--- src/rtl/hr_session_pkg.sv ---
// Shared encodings for the heart-rate session monitor: session states, zone codes
// and the index-width helper used to size localparams.
package hr_session_pkg;

    typedef enum logic [1:0] {
        ST_IDLE   = 2'd0,
        ST_RUN    = 2'd1,
        ST_PAUSED = 2'd2,
        ST_DONE   = 2'd3
    } state_e;

    typedef enum logic [1:0] {
        ZONE_SAFE  = 2'd0,
        ZONE_WARN  = 2'd1,
        ZONE_EMERG = 2'd2
    } zone_e;

    // Control pulses after stop > pause > start priority has been applied.
    typedef enum logic [1:0] {
        CMD_NONE  = 2'd0,
        CMD_START = 2'd1,
        CMD_PAUSE = 2'd2,
        CMD_STOP  = 2'd3
    } cmd_e;

    // Bits needed to index n items; never less than one bit.
    function automatic int unsigned idx_w(input int unsigned n);
        return (n > 1) ? $clog2(n) : 1;
    endfunction

endpackage

--- src/rtl/hr_window_avg.sv ---
// DEPTH-entry circular window of heart-rate samples with a running sum, registered
// average (missing entries count as zero) and a fill flag.
module hr_window_avg
    import hr_session_pkg::*;
#(
    parameter int unsigned HR_W  = 8,
    parameter int unsigned DEPTH = 8
) (
    input  logic            clk,
    input  logic            rst,
    input  logic            clr,
    input  logic            push,
    input  logic [HR_W-1:0] din,
    output logic [HR_W-1:0] avg,
    output logic            full
);

    localparam int unsigned AW    = idx_w(DEPTH);
    localparam int unsigned SUM_W = HR_W + AW;
    localparam logic [AW:0] FILL_MAX = DEPTH[AW:0];

    logic [HR_W-1:0]  win_q [DEPTH];
    logic [HR_W-1:0]  win_d [DEPTH];
    logic [SUM_W-1:0] sum_q, sum_d;
    logic [AW-1:0]    ptr_q, ptr_d;
    logic [AW:0]      fill_q, fill_d;
    logic [HR_W-1:0]  avg_q, avg_d;

    always_comb begin
        win_d  = win_q;
        sum_d  = sum_q;
        ptr_d  = ptr_q;
        fill_d = fill_q;
        avg_d  = avg_q;
        if (clr) begin
            for (int unsigned i = 0; i < DEPTH; i++) begin
                win_d[i] = '0;
            end
            sum_d  = '0;
            ptr_d  = '0;
            fill_d = '0;
            avg_d  = '0;
        end else if (push) begin
            // The evicted slot is already part of the sum, so the difference never underflows.
            win_d[ptr_q] = din;
            sum_d        = sum_q + SUM_W'(din) - SUM_W'(win_q[ptr_q]);
            ptr_d        = ptr_q + 1'b1;
            if (fill_q != FILL_MAX) begin
                fill_d = fill_q + 1'b1;
            end
            avg_d = HR_W'(sum_d >> AW);
        end
    end

    always_ff @(posedge clk or posedge rst) begin
        if (rst) begin
            for (int unsigned i = 0; i < DEPTH; i++) begin
                win_q[i] <= '0;
            end
            sum_q  <= '0;
            ptr_q  <= '0;
            fill_q <= '0;
            avg_q  <= '0;
        end else begin
            win_q  <= win_d;
            sum_q  <= sum_d;
            ptr_q  <= ptr_d;
            fill_q <= fill_d;
            avg_q  <= avg_d;
        end
    end

    assign avg  = avg_q;
    assign full = (fill_q == FILL_MAX);

endmodule

--- src/rtl/hr_session_monitor.sv ---
// Workout-session monitor: start/pause/stop session FSM gating heart-rate and step
// samples into moving average, min/max, saturating counters, zone and alarm.
module hr_session_monitor
    import hr_session_pkg::*;
#(
    parameter int unsigned HR_W       = 8,
    parameter int unsigned STEP_W     = 16,
    parameter int unsigned TIME_W     = 16,
    parameter int unsigned DEPTH      = 8,
    parameter int unsigned WARN_TH    = 150,
    parameter int unsigned EMERG_TH   = 180,
    parameter int unsigned ALARM_HOLD = 3
) (
    input  logic              clk,
    input  logic              rst,
    input  logic              start,
    input  logic              pause,
    input  logic              stop,
    input  logic              sample_valid,
    input  logic [HR_W-1:0]   hr_in,
    input  logic [1:0]        steps_in,
    output logic [1:0]        state,
    output logic [HR_W-1:0]   avg_hr,
    output logic              avg_valid,
    output logic [HR_W-1:0]   max_hr,
    output logic [HR_W-1:0]   min_hr,
    output logic [STEP_W-1:0] total_steps,
    output logic [TIME_W-1:0] elapsed,
    output logic [1:0]        hr_zone,
    output logic              alarm
);

    localparam int unsigned     AC_W      = idx_w(ALARM_HOLD + 1);
    localparam logic [AC_W-1:0] AC_MAX    = ALARM_HOLD[AC_W-1:0];
    localparam logic [HR_W-1:0] WARN_LIM  = WARN_TH[HR_W-1:0];
    localparam logic [HR_W-1:0] EMERG_LIM = EMERG_TH[HR_W-1:0];

    state_e            state_q, state_d;
    cmd_e              cmd;
    logic              clr;
    logic              accept;
    zone_e             zone_in;
    zone_e             zone_q, zone_d;
    logic [HR_W-1:0]   max_q, max_d;
    logic [HR_W-1:0]   min_q, min_d;
    logic [STEP_W-1:0] steps_q, steps_d;
    logic [TIME_W-1:0] elapsed_q, elapsed_d;
    logic [AC_W-1:0]   acnt_q, acnt_d;
    logic [STEP_W:0]   steps_sum;
    logic [TIME_W:0]   elapsed_sum;

    // Only the highest-priority pulse acts; if it means nothing in this state we hold.
    always_comb begin
        cmd     = stop  ? CMD_STOP  :
                  pause ? CMD_PAUSE :
                  start ? CMD_START : CMD_NONE;
        state_d = state_q;
        clr     = 1'b0;
        unique case (state_q)
            ST_IDLE, ST_DONE: begin
                if (cmd == CMD_START) begin
                    state_d = ST_RUN;
                    clr     = 1'b1;
                end
            end
            ST_RUN: begin
                if (cmd == CMD_STOP) begin
                    state_d = ST_DONE;
                end else if (cmd == CMD_PAUSE) begin
                    state_d = ST_PAUSED;
                end
            end
            ST_PAUSED: begin
                if (cmd == CMD_STOP) begin
                    state_d = ST_DONE;
                end else if (cmd == CMD_START) begin
                    state_d = ST_RUN;
                end
            end
            default: state_d = ST_IDLE;
        endcase
    end

    assign accept = sample_valid && (state_q == ST_RUN);

    always_comb begin
        zone_in = (hr_in <= WARN_LIM)  ? ZONE_SAFE :
                  (hr_in <= EMERG_LIM) ? ZONE_WARN : ZONE_EMERG;
    end

    always_comb begin
        max_d       = max_q;
        min_d       = min_q;
        steps_d     = steps_q;
        elapsed_d   = elapsed_q;
        zone_d      = zone_q;
        acnt_d      = acnt_q;
        steps_sum   = {1'b0, steps_q} + (STEP_W + 1)'(steps_in);
        elapsed_sum = {1'b0, elapsed_q} + 1'b1;
        if (clr) begin
            max_d     = '0;
            min_d     = '1;
            steps_d   = '0;
            elapsed_d = '0;
            zone_d    = ZONE_SAFE;
            acnt_d    = '0;
        end else if (accept) begin
            if (hr_in > max_q) begin
                max_d = hr_in;
            end
            if (hr_in < min_q) begin
                min_d = hr_in;
            end
            steps_d   = steps_sum[STEP_W]   ? '1 : steps_sum[STEP_W-1:0];
            elapsed_d = elapsed_sum[TIME_W] ? '1 : elapsed_sum[TIME_W-1:0];
            zone_d    = zone_in;
            // Warning-zone samples neither build nor break an emergency run.
            unique case (zone_in)
                ZONE_EMERG: begin
                    if (acnt_q != AC_MAX) begin
                        acnt_d = acnt_q + 1'b1;
                    end
                end
                ZONE_SAFE: acnt_d = '0;
                default:   acnt_d = acnt_q;
            endcase
        end
    end

    always_ff @(posedge clk or posedge rst) begin
        if (rst) begin
            state_q   <= ST_IDLE;
            max_q     <= '0;
            min_q     <= '1;
            steps_q   <= '0;
            elapsed_q <= '0;
            zone_q    <= ZONE_SAFE;
            acnt_q    <= '0;
        end else begin
            state_q   <= state_d;
            max_q     <= max_d;
            min_q     <= min_d;
            steps_q   <= steps_d;
            elapsed_q <= elapsed_d;
            zone_q    <= zone_d;
            acnt_q    <= acnt_d;
        end
    end

    hr_window_avg #(
        .HR_W  (HR_W),
        .DEPTH (DEPTH)
    ) u_window (
        .clk  (clk),
        .rst  (rst),
        .clr  (clr),
        .push (accept),
        .din  (hr_in),
        .avg  (avg_hr),
        .full (avg_valid)
    );

    assign state       = state_q;
    assign max_hr      = max_q;
    assign min_hr      = min_q;
    assign total_steps = steps_q;
    assign elapsed     = elapsed_q;
    assign hr_zone     = zone_q;
    assign alarm       = (acnt_q == AC_MAX);

endmodule

--- config.mk ---
export PLATFORM = sky130hd
export DESIGN_NAME = hr_session_monitor
export DESIGN_NICKNAME = d
export VERILOG_FILES = /design/src/rtl/hr_session_pkg.sv /design/src/rtl/hr_window_avg.sv /design/src/rtl/hr_session_monitor.sv
export SDC_FILE = /design/constraint.sdc
export NUM_CORES = 1
export LEC_CHECK = 0
export CORE_MARGIN = 4
export CORE_UTILIZATION = 62
export CTS_CLUSTER_SIZE = 24
export DETAILED_ROUTE_END_ITERATION = 16
export GPL_TIMING_DRIVEN = 0
export PLACE_DENSITY_LB_ADDON = 0.12
export SYNTH_ARGS = -nofsm -noshare
export SYNTH_HDL_FRONTEND = slang
export SYNTH_HIERARCHICAL = 1
export SYNTH_SLANG_ARGS = --single-unit
--- constraint.sdc ---
create_clock -name clk -period 7.35 [get_ports clk]
set_input_delay 1.1025 -clock clk [delete_from_list [all_inputs] [get_ports clk]]
set_output_delay 1.1025 -clock clk [all_outputs]
set_load 0.1 [all_outputs]
# Word level (Yosys, flattened, before mapping)
# Index checks and enable logic that the tools add are counted.
dict set report classes {
  n_addsub 7
  order_cmp 6
  n_eq_ne 13
  n_mux 47
  n_bitwise 1
  reduce_logical 14
}
# op count
set ops {}
lappend ops {{64-bit 2-to-1 mux} 2}
lappend ops {{16-bit 2-to-1 mux} 6}
lappend ops {{8-bit 2-to-1 mux} 11}
lappend ops {{64-bit bitwise mux} 1}
lappend ops {{2-bit 2-to-1 mux} 13}
lappend ops {{8-bit binary-select mux with 3-bit select} 1}
lappend ops {{8-bit demux with 3-bit select} 1}
lappend ops {{11-bit 2-to-1 mux} 2}
lappend ops {{16-bit by 1-bit adder with 17-bit output (second input constant)} 1}
lappend ops {{16-bit by 2-bit adder with 17-bit output} 1}
lappend ops {{8-bit <= comparator (second input constant)} 2}
lappend ops {{2-bit equality test (second input constant)} 6}
lappend ops {{4-bit 2-to-1 mux} 3}
lappend ops {{11-bit by 8-bit adder with 11-bit output} 1}
lappend ops {{11-bit by 8-bit subtractor with 11-bit output} 1}
lappend ops {{8-bit greater-than comparator} 1}
lappend ops {{8-bit < comparator} 1}
lappend ops {{2-bit nonzero test} 4}
lappend ops {{3-bit 2-to-1 mux} 2}
lappend ops {{3-bit inequality test (second input constant)} 2}
lappend ops {{2-bit case mux with 3 select lines} 1}
lappend ops {{2-bit AND reduction} 3}
lappend ops {{4-bit by 1-bit adder with 4-bit output (second input constant)} 1}
lappend ops {{2-bit by 1-bit equality test with 1-bit output (second input constant)} 2}
lappend ops {{15 further kinds} 19}
dict set report totals {
  regBits 144
}

# Depth between registers and ports, before layout
# Gate-level depths: netlist of the first run.
dict set report logic_depth {
  depth_word 8
  depth_mapped 16
  mapped_depth_nobuf 14
}

# Modules after synthesis
# Netlist of the first run, hierarchy kept.
# mod instances cells_per_inst area_each_um2 seq_area_each_um2
set modules_own_cells {}
lappend modules_own_cells {hr_window_avg 1 518 4745.8 2052.0}
lappend modules_own_cells {hr_session_monitor 1 361 3195.6 1361.3}

# Worst setup path before layout of the first run
# OpenSTA, ideal clock, no wires.
dict set report synth_path {
  kind {reg-to-reg}
  from {reg u_window.ptr_q[1]}
  to {reg u_window.sum_q[10]}
  arrival_ns 3.805
  slack_ns 3.418
  path_stages_with_launch 14
  period_less_slack_ns 3.932
  path_cell_list {dfrtp_1 buf_2 buf_2 mux4_2 mux2_2 fa_1 inv_1 ha_1 buf_6 a211o_1 a2111oi_2 o21ba_1 o221ai_2 mux2_1}
}
dict set report synth_via {
  elab_chain_cells 7
}
# item line_no
set synth_lines {}
lappend synth_lines {{start: declaration} hr_window_avg.sv:25} ;# logic [AW-1:0] ptr_q, ptr_d;
lappend synth_lines {{start signal: assignment} hr_window_avg.sv:67} ;# ptr_q <= ptr_d;
lappend synth_lines {{3-bit inverter with 4-bit output (implied by the code)} hr_window_avg.sv:46} ;# sum_d = sum_q + SUM_W'(din) - SUM_W'(win_q[ptr_q]);
lappend synth_lines {{8-bit binary-select mux with 3-bit select} hr_window_avg.sv:46}
lappend synth_lines {{8-bit 2-to-1 mux (implied by the code) (2 in a row)} hr_window_avg.sv:46}
lappend synth_lines {{11-bit by 8-bit subtractor with 11-bit output} hr_window_avg.sv:46}
lappend synth_lines {{11-bit 2-to-1 mux} hr_window_avg.sv:43} ;# end else if (push) begin
lappend synth_lines {{11-bit 2-to-1 mux} hr_window_avg.sv:35} ;# if (clr) begin
lappend synth_lines {{end signal: assignment} hr_window_avg.sv:66} ;# sum_q <= sum_d;
lappend synth_lines {{end: declaration} hr_window_avg.sv:24} ;# logic [SUM_W-1:0] sum_q, sum_d;
# No other way between the ends. The select of a mux whose other input is x is not followed.
# A chain may end at the register's enable or synchronous reset.

# Worst setup path in the final report of the first run
dict set report layout_path {
  from {in hr_in[7]}
  to {reg u_window.sum_q[10]}
}
dict set report layout_via {
  elab_chain_cells 4
}
# item line_no
set layout_lines {}
lappend layout_lines {{start: declaration} hr_session_monitor.sv:20} ;# input logic [HR_W-1:0] hr_in,
lappend layout_lines {{11-bit by 8-bit adder with 11-bit output} hr_window_avg.sv:46}
lappend layout_lines {{11-bit by 8-bit subtractor with 11-bit output} hr_window_avg.sv:46}
lappend layout_lines {{11-bit 2-to-1 mux} hr_window_avg.sv:43}
lappend layout_lines {{11-bit 2-to-1 mux} hr_window_avg.sv:35}
# No other way between the ends. The select of a mux whose other input is x is not followed.

==> impl_results.md, run 1 <==
* Outcome: complete, no violations
* Clk sink count at 136
* Min-Delay Path Class: flop to flop
* Least-Margin Pin Slew at 1.02 ns
* Layout cells sized above 1 at 0.0929
* Ant diodes at 0
* Yosys cell types at 70
* Hold path startpoint: acnt_q[0]
* Post-synth top cells: nand2_1 (130), dfrtp_1 (128), a21oi_1 (95), inv_1 (67), nor2_1 (64)
* FF+latch count, synth at 136
* I/O pin count at 78
* Cell Pwr Density at 475 nW/µm²
* Chip width at 121 µm
* Sequential fraction of the synthesis area at 0.430
* Per-cell routed wire length at 18.3 µm
* Clock Path Buffers at 2
* Synth area leaders: dfrtp_1 (40%), nand2_1 (6.1%), a21oi_1 (6.0%)
* Drt initial violations at 780
* Tot GR Track Use at 0.298
* CORE AREA at 12,600 µm²
* Kind of end point of the critical path: flop
* Die Ht at 121 µm
* Area Overhead vs Synth at 20.4%
* Fraction of synthesized cell area taken by the top area cell type at 0.403
* Min Tclk post-route at 4.46 ns
* Clk_lat worst skew at 0.42 ns
* Row cnt at 41
* DP HPWL at 14.7 mm
* WL final at 21.3 mm
* Max FO, Critical Path at 9
* Count leader, synth: nand2_1
* # port buffers at 77
* Number of buffers created by CTS at 17
* Crit start category: input port
* Die area at 14,700 µm²
* DRC errors left at 0
* Setup Buffers After CTS at 0
* Vias in the first global route at 6,711
* Synth Warn # at 6
* Final period util at 0.607
* Reg clk slew, reported paths at 0.06 ns
* Max Clock Freq at 224 MHz
* Hold_buf cts at 0
* Ys flop type: dfrtp_1
* Cell Area, Synth at 7940 µm²
* Initial Utilization at 0.632
* Worst r2r src: u_window/ptr_q[1]
* Maxcap violations at 0
* DR pass1 iterations at 5
* First-pass GRT wire length at 34.3 mm
* Slew HR at 0.315
* Max Slew Vio Count at 0
* Via count at 7,123
* Final setup fails at 0
* Root buf cell: clkbuf_16
* Crit path launch: hr_in[7]
* Post-synth EDFFs at 0
* RSZ-0062 raised after global routing: false
* Syn Area/Cell at 9.03 µm²
* CTS H-tree depth at 4
* ANT nets after route at 0
* Setup TNS Final at 0 ns
* Dominant cell type by area after synthesis: dfrtp_1
* CTS tree: built
* Worst Path Arrival at 4.76 ns
* FFs w/ async S/R, synth at 1.00
* Final nets at 1,037
* Mapped Cells at 879
* Leak at 0.00415 µW
* Final hold vios at 0
* Post-CTS sizing at 0
* Congestion Overflow GR at 0
* Largest net degree at the start of global routing at 51
* Vias/cell at 6.13
* Synth Net Count at 939
* Total power at 4540 µW
* Clock Skews at 0.00725 ns
* VDD IR-drop max at 0.000336 V
* Routability cong. at 0.908
* Worst EP required at 7.65 ns
* Initial antenna violation count at 1
* Critical path class: input port to flop
cells in the final DEF (no fill, tap or decap), drive strengths merged, types with 7 or more instances in the layout:
cell / instances
nand2: 130
dfrtp: 128
a21oi: 95
clkdlybuf4s50: 77
inv: 68
nor2: 66
clkbuf: 55
o21ai: 45
ha: 35
mux2i: 31
buf: 27
nor3: 26
nand3: 26
a31oi: 16
nand4: 12
mux4: 11
or3: 10
nand2b: 9
fa: 9
dfstp: 8
and3: 8
a211oi: 7
power by group:
group	internal, µW	switching, µW
clock network	517	316
registers	1010	182
logic	864	1650
metrics by stage:
stage               worst slack [ns]  instance area [µm²]  utilization  hold slack (ns)  cells
CTS                             2.90                 9560        0.761            0.506   1162
floorplan                       3.42                 7940            -            0.459    879
finish                          2.89                 9560        0.761            0.507   1162
detailed placement              2.47                 8980        0.714            0.496   1130
global route                    2.68                 9560        0.761            0.524   1162
global placement                2.51                 8930        0.710            0.485   1128
cell type report:
cell class,instances,area [µm²]
Multi-Input combinational cell,619,4020
Sequential cell,136,3410
Fill cell,921,3010
Timing Repair Buffer,79,818
Clock buffer,25,515
Inverter,69,262
Buffer,55,254
Tap cell,172,215
Clock inverter,7,66.3
worst max-delay path, cell delays in order:
cell	delay [ns]
clkdlybuf4s50_1	0.64
clkbuf_1	0.53
inv_1	0.14
fa_1	0.55
inv_1	0.04
ha_1	0.29
buf_6	0.14
a211o_1	0.33
a2111oi_2	0.28
o21ba_1	0.20
o221ai_2	0.17
mux2_1	0.33
sequential cells by signal (all words and copies together), names as in the netlist:
name / count
acnt_q: 2
elapsed: 16
hr_zone: 2
max_hr: 8
min_hr: 8
state: 2
total_steps: 16
u_window/fill_q: 4
u_window/ptr_q: 3
u_window/sum_q: 11
u_window/win_q: 64
path summary, 6_finish.rpt:
check,end,slack (ns),cells past startpoint
max,u_window/sum_q[10],2.89,12
min,acnt_q[0],0.51,1
max reg2reg,u_window/sum_q[10],2.96,13
min reg2reg,acnt_q[0],0.51,1
max in group asynchronous,total_steps[5],5.62,3
min in group asynchronous,u_window/win_q[46],1.09,2
cells by family (layout without fill, tap and decap cells):
family,after synthesis,in the layout,share of synthesized area
simple gates,314,314,0.186
flops,136,136,0.430
mux,48,48,0.0788
fa+ha+maj,44,44,0.0778
buf+inv,124,235,0.0646
compound gates,206,206,0.155
xor+xnor,7,7,0.00772
routing by layer:
metal,global-route usage,share of wire
met3,0.0541,0.085
met4,0.112,0.025
met1,0.426,0.43
met5,0,0.00056
met2,0.460,0.46
Power figures use the tool's default switching activity.
==> run 2, diff against run 1 <==
--- a/config.mk
+++ b/config.mk
@@ -6,7 +6,7 @@
 export NUM_CORES = 1
 export LEC_CHECK = 0
 export CORE_MARGIN = 4
-export CORE_UTILIZATION = 62
+export CORE_UTILIZATION = 58
 export CTS_CLUSTER_SIZE = 24
 export DETAILED_ROUTE_END_ITERATION = 16
 export GPL_TIMING_DRIVEN = 0
==> constraint.sdc (replaced) <==
create_clock -name clk -period 4.56 [get_ports clk]
set_input_delay 0.684 -clock clk [delete_from_list [all_inputs] [get_ports clk]]
set_output_delay 0.684 -clock clk [all_outputs]
set_load 0.1 [all_outputs]
==> run 2 against run 1 <==
Sequential cell count is the same. Clock power grew 72%. Worst setup slack lost 2.6 ns. Worst hold slack lost 0.0042 ns. Power grew 62%. Sequential power grew 61%. Combinational power grew 60%. Utilization shrank 4.1 points. Non-clock buffer count is the same. Critical endpoint unchanged.
==> impl_results.md, run 2 (synthesis results as in run 1) <==
* Reg clk slew, reported paths at 0.06 ns (about the same)
* Clock Path Buffers at 2 (unchanged)
* Row cnt at 42 (was 41)
* Highest routed layer: met4 (was met5)
* CTS H-tree depth at 4 (unchanged)
* Per-cell routed wire length at 18.2 µm (was 18.3 µm)
* Min-Delay Path Class: flop to flop (unchanged)
* Routed met3 length at 1.29 mm (was 1.82 mm)
* Ant diodes at 0 (unchanged)
* First-pass GRT wire length at 35.1 mm (was 34.3 mm)
* Vias in the first global route at 6,800 (was 6,711)
* Layout cells sized above 1 at 0.0920 (was 0.0929)
* Leading cell type in the layout, fill and taps excluded: nand2_1 (unchanged)
* RSZ-0062 raised after global routing: false (unchanged)
* Min Tclk post-route at 4.30 ns
* Crit path buf inv count at 4 (was 5)
* Crit start category: flop (was input port)
* Setup Buffers After CTS at 0 (unchanged)
* Die area at 15,600 µm² (was 14,700 µm²)
* Cells along the critical path: buf_2 > clkbuf_4 > mux4_2 > mux2_2 > fa_1 > inv_1 > ha_1 > clkbuf_1 > and4_1 > a2111oi_2 > o21ba_1 > o221ai_2 > mux2_1 (was clkdlybuf4s50_1 > clkbuf_1 > inv_1 > fa_1 > inv_1 > ha_1 > buf_6 > a211o_1 > a2111oi_2 > o21ba_1 > o221ai_2 > mux2_1)
* Drt initial violations at 569 (was 780)
* Leak at 0.00416 µW (was 0.00415 µW)
* DRT met1 WL at 9.49 mm (was 9.07 mm)
* Setup TNS Final at 0 ns (unchanged)
* Hold_buf cts at 0 (unchanged)
* Initial Utilization at 0.595 (was 0.632)
* Commonest cells after routing, fill and taps aside: nand2_1 (130), dfrtp_1 (128), a21oi_1 (95) (unchanged)
* FF-to-FF setup slack at 0.26 ns (was 2.96 ns)
* Slowest CP cell: mux4_2 (was clkdlybuf4s50_1)
* Max reg flops at 64 (unchanged)
* Chip width at 125 µm (was 121 µm)
* VDD IR-drop max at 0.000629 V (was 0.000336 V)
* Worst EP required at 4.86 ns (was 7.65 ns)
* # port buffers at 77 (unchanged)
* Routed wl met2 at 10.1 mm (was 9.87 mm)
* Final nets at 1,037 (unchanged)
* Total power at 7350 µW (was 4540 µW)
* I/O pin count at 78 (unchanged)
* Cell Pwr Density at 765 nW/µm² (was 475 nW/µm²)
* Tot GR Track Use at 0.278 (was 0.298)
* Max FO, Critical Path at 10 (was 9)
* Least-Margin Pin Slew at 1.09 ns (was 1.02 ns)
* Die Ht at 125 µm (was 121 µm)
* Area Overhead vs Synth at 20.9% (was 20.4%)
* Max Clock Freq at 232 MHz
* Slew HR at 0.271 (was 0.315)
* Post-CTS sizing at 0 (unchanged)
* WL final at 21.2 mm (was 21.3 mm)
* Clk_lat worst skew at 0.42 ns (about the same)
* CP max stage delay at 0.51 ns (was 0.64 ns)
* DR pass1 iterations at 5 (unchanged)
* Kind of end point of the critical path: flop (unchanged)
* Outcome: complete, no violations (unchanged)
* Biggest register: u_window/win_q (unchanged)
* Largest net degree at the start of global routing at 63 (was 51)
* Final period util at 0.944
* Initial antenna violation count at 0 (was 1)
* CORE AREA at 13,300 µm² (was 12,600 µm²)
* DP HPWL at 14.9 mm (was 14.7 mm)
* CTS tree: built (unchanged)
* Worst Path Arrival at 4.60 ns (was 4.76 ns)
* Root buf cell: clkbuf_16 (unchanged)
* Clock Skews at 0.00958 ns (was 0.00725 ns)
* Routability cong. at 0.872 (was 0.908)
* Final hold vios at 0 (unchanged)
* Final setup fails at 0 (unchanged)
* Vias/cell at 5.91 (was 6.13)
* ANT nets after route at 0 (unchanged)
* Maxcap violations at 0 (unchanged)
* Clk sink count at 136 (unchanged)
* Crit-path leading delay family: multiplexers (was buffers and inverters)
* Congestion Overflow GR at 0 (unchanged)
* Number of buffers created by CTS at 17 (unchanged)
* DRC errors left at 0 (unchanged)
* Via count at 6,888 (was 7,123)
* Max Slew Vio Count at 0 (unchanged)
* Critical path class: flop to flop (was input port to flop)
run 2: final timing paths:
kind                                   start                 end  cells after the start
max                        u_window/ptr_q[1]  u_window/sum_q[10]                     13
min                                min_hr[1]           min_hr[1]                      2
max reg2reg                u_window/ptr_q[1]  u_window/sum_q[10]                     13
min reg2reg                        min_hr[1]           min_hr[1]                      2
max in group asynchronous                rst           min_hr[5]                      3
min in group asynchronous                rst  u_window/sum_q[10]                      2
run 2: per-stage QoR:
step / util / setup slack, ns / hold slack [ns] / cells / cell area (µm²)
finish: 0.719 / 0.255 / 0.503 / 1165 / 9600
global route: 0.719 / 0.0604 / 0.532 / 1165 / 9600
CTS: 0.719 / 0.204 / 0.504 / 1165 / 9600
detailed placement: 0.673 / 0.123 / 0.492 / 1134 / 8980
global placement: 0.669 / 0.190 / 0.491 / 1132 / 8930
floorplan: - / 0.628 / 0.459 / 879 / 7940
run 2: metal layers:
metal | GRT usage | vias to the layer above
met5 | 0 | -
met4 | 0.0880 | 0
met3 | 0.0490 | 33
met2 | 0.444 | 242
met1 | 0.391 | 3361
li1 | - | 3252
run 2: area by class of cell:
type	instances	area, µm²
repair buffers	79	818
plain buffers	55	256
multi-input cells	619	4020
flip-flops and latches	136	3410
inverters	69	262
clock inverters	7	115
fillers	993	3750
clock buffers	24	502
well taps	176	220
run 2: where the power goes:
part	leakage (µW)	switching, µW	internal, µW
Combinational	0.00206	2630	1390
Clock	0.000298	498	928
Sequential	0.00180	283	1620
run 2: worst reg2reg max path, delay by kind of cell (launching register included):
kind | cells | cell delay (ns)
compound gates | 3 | 0.71
fa+ha+maj | 2 | 0.77
buf+inv | 4 | 0.92
flops | 1 | 0.41
mux | 3 | 1.16
simple gates | 1 | 0.25
==> run 3, diff against run 2 <==
--- a/config.mk
+++ b/config.mk
@@ -6,11 +6,14 @@
 export NUM_CORES = 1
 export LEC_CHECK = 0
 export CORE_MARGIN = 4
-export CORE_UTILIZATION = 58
+export CORE_UTILIZATION = 60
+export CTS_BUF_LIST = sky130_fd_sc_hd__clkbuf_4
 export CTS_CLUSTER_SIZE = 24
 export DETAILED_ROUTE_END_ITERATION = 16
 export GPL_TIMING_DRIVEN = 0
 export PLACE_DENSITY_LB_ADDON = 0.12
+export REMOVE_ABC_BUFFERS = 1
+export SLEW_MARGIN = 20
 export SYNTH_ARGS = -nofsm -noshare
 export SYNTH_HDL_FRONTEND = slang
 export SYNTH_HIERARCHICAL = 1
==> run 3 against run 2 <==
Non-clock buffer count decreased by 53. Global-route usage is essentially flat. Clock-buffer cell count down 1.
==> impl_results.md, run 3 (synthesis results as in run 1) <==
* Outcome: complete, no violations (unchanged)
* Setup Buffers After CTS at 0 (unchanged)
* Final hold vios at 0 (unchanged)
* Routed wl met2 at 10.1 mm (about the same)
* Routability cong. at 0.850 (was 0.872)
* Cells along the critical path: mux4_2 > mux2_2 > fa_1 > inv_1 > ha_1 > a211o_1 > a2111oi_2 > o21ba_1 > o221ai_2 > mux2_1 (was buf_2 > clkbuf_4 > mux4_2 > mux2_2 > fa_1 > inv_1 > ha_1 > clkbuf_1 > and4_1 > a2111oi_2 > o21ba_1 > o221ai_2 > mux2_1)
* Tot GR Track Use at 0.278 (about the same)
* Hold_buf cts at 0 (unchanged)
* Chip width at 123 µm (was 125 µm)
* DRC errors left at 0 (unchanged)
* Least-Margin Pin Slew at 1.09 ns (about the same)
* WL final at 20.0 mm (was 21.2 mm)
* Clock Skews at 0.0166 ns (was 0.00958 ns)
* Min Tclk post-route at 4.21 ns (was 4.30 ns)
* DRT met1 WL at 7.94 mm (was 9.49 mm)
* Die area at 15,100 µm² (was 15,600 µm²)
* Number of buffers created by CTS at 17 (unchanged)
* Vias/cell at 6.14 (was 5.91)
* CP max stage delay at 0.87 ns (was 0.51 ns)
* I/O pin count at 78 (unchanged)
* RSZ-0062 raised after global routing: false (unchanged)
* Final nets at 984 (was 1,037)
* Clk_lat worst skew at 0.56 ns (was 0.42 ns)
* Clk sink count at 136 (unchanged)
* Largest net degree at the start of global routing at 101 (was 63)
* Slowest CP cell: dfrtp_2 (was mux4_2)
* Worst Path Arrival at 4.65 ns (was 4.60 ns)
* Clock Path Buffers at 2 (unchanged)
* Row cnt at 41 (was 42)
* Drt initial violations at 679 (was 569)
* Die Ht at 123 µm (was 125 µm)
* Hold slack at 0.510 ns (was 0.503 ns)
* Per-cell routed wire length at 18.0 µm (was 18.2 µm)
* Initial Utilization at 0.622 (was 0.595)
* # fillers at 978 (was 993)
* Post-CTS sizing at 0 (unchanged)
* DP HPWL at 13.0 mm (was 14.9 mm)
* Min-Delay Path Class: input port to async pin (was flop to flop)
* CTS H-tree depth at 4 (unchanged)
* Max Slew Vio Count at 0 (unchanged)
* Fin area at 9070 µm² (was 9600 µm²)
* Crit path buf inv count at 1 (was 4)
* First-pass GRT wire length at 33.0 mm (was 35.1 mm)
* Biggest register: u_window/win_q (unchanged)
* Routed met3 length at 1.28 mm (was 1.29 mm)
* Max Clock Freq at 238 MHz (was 232 MHz)
* CORE AREA at 12,800 µm² (was 13,300 µm²)
* Crit-path leading delay family: multiplexers (unchanged)
* Worst EP required at 5.01 ns (was 4.86 ns)
* Congestion Overflow GR at 0 (unchanged)
* Layout cells sized above 1 at 0.0875 (was 0.0920)
* Via count at 6,813 (was 6,888)
* Leading cell type in the layout, fill and taps excluded: nand2_1 (unchanged)
* Final period util at 0.922 (was 0.944)
* Commonest cells after routing, fill and taps aside: nand2_1 (130), dfrtp_1 (126), a21oi_1 (95) (was nand2_1 (130), dfrtp_1 (128), a21oi_1 (95))
* Leak at 0.00392 µW (was 0.00416 µW)
* Crit start category: flop (unchanged)
* Initial antenna violation count at 1 (was 0)
* # port buffers at 77 (unchanged)
* Reg clk slew, reported paths at 0.12 ns (was 0.06 ns)
* Area Overhead vs Synth at 14.2% (was 20.9%)
* DR pass1 iterations at 5 (unchanged)
* Max FO, Critical Path at 31 (was 10)
* Kind of end point of the critical path: flop (unchanged)
* Critical path class: flop to flop (unchanged)
* Root buf cell: clkbuf_4 (was clkbuf_16)
* Vias in the first global route at 6,850 (was 6,800)
* Maxcap violations at 0 (unchanged)
* Area post-placement at 8760 µm² (was 8980 µm²)
* ANT nets after route at 0 (unchanged)
* CTS tree: built (unchanged)
* Cell Pwr Density at 731 nW/µm² (was 765 nW/µm²)
* Slew HR at 0.270 (was 0.271)
* Max reg flops at 64 (unchanged)
* FF-to-FF setup slack at 0.35 ns (was 0.26 ns)
* Highest routed layer: met4 (unchanged)
* Final setup fails at 0 (unchanged)
* Fin util at 0.710 (was 0.719)
* VDD IR-drop max at 0.000575 V (was 0.000629 V)
## run 3: cell count changes in the layout (fill, tap and decap cells not counted), sizes merged
cell / change
clkbuf: -32
buf: -22
clkinv: +3
clkinvlp: -1
diode: +1
## run 3: worst register-to-register path: stages, from the launching register on
cell and delay (ns):
dfrtp_2 0.87, mux4_2 0.66, mux2_2 0.30, fa_1 0.47, inv_1 0.04, ha_1 0.40
a211o_1 0.37, a2111oi_2 0.29, o21ba_1 0.20, o221ai_2 0.16, mux2_1 0.33
## run 3: worst paths after layout
kind / from / to / cells after the start
worst max-delay path: u_window/ptr_q[1] / u_window/sum_q[10] / 10
worst min-delay path: rst / u_window/sum_q[8] / 2
worst max register to register: u_window/ptr_q[1] / u_window/sum_q[10] / 10
worst min register to register: u_window/win_q[59] / u_window/win_q[59] / 2
max in group asynchronous: rst / u_window/win_q[27] / 3
min in group clk: u_window/win_q[59] / u_window/win_q[59] / 2
## run 3: area by class of cell
class | instances | area (µm²) | share of cell area
Antenna cell | 1 | 2.50 | 0.000276
Clock buffer | 23 | 173 | 0.0190
Clock inverter | 9 | 125 | 0.0138
Inverter | 69 | 267 | 0.0294
Multi-Input combinational cell | 619 | 4020 | 0.443
Sequential cell | 136 | 3420 | 0.377
Tap cell | 172 | 215 | 0.0237
Timing Repair Buffer | 81 | 853 | 0.0941
## run 3: through the flow
step / TNS (ns) / total power [µW] / cells / setup slack, ns
floorplan: 0 / 4850 / 824 / 0.0279
detailed placement: 0 / 5740 / 1076 / 0.343
global placement: -106.42 / 5610 / 1073 / -1.44
finish: 0 / 6620 / 1110 / 0.354
CTS: 0 / 6630 / 1108 / 0.328
global route: 0 / 7080 / 1110 / 0.0981
## run 3: routing by layer
| layer | track usage | vias to the layer above |
|---|---|---|
| li1 | - | 3146 |
| met1 | 0.349 | 3354 |
| met2 | 0.464 | 262 |
| met3 | 0.0608 | 51 |
| met4 | 0.125 | 0 |
| met5 | 0 | - |
## run 3: power breakdown
part / switching (µW) / internal, µW
combinational: 2470 / 1310
clock: 443 / 413
sequential: 376 / 1620
total: 3290 / 3340
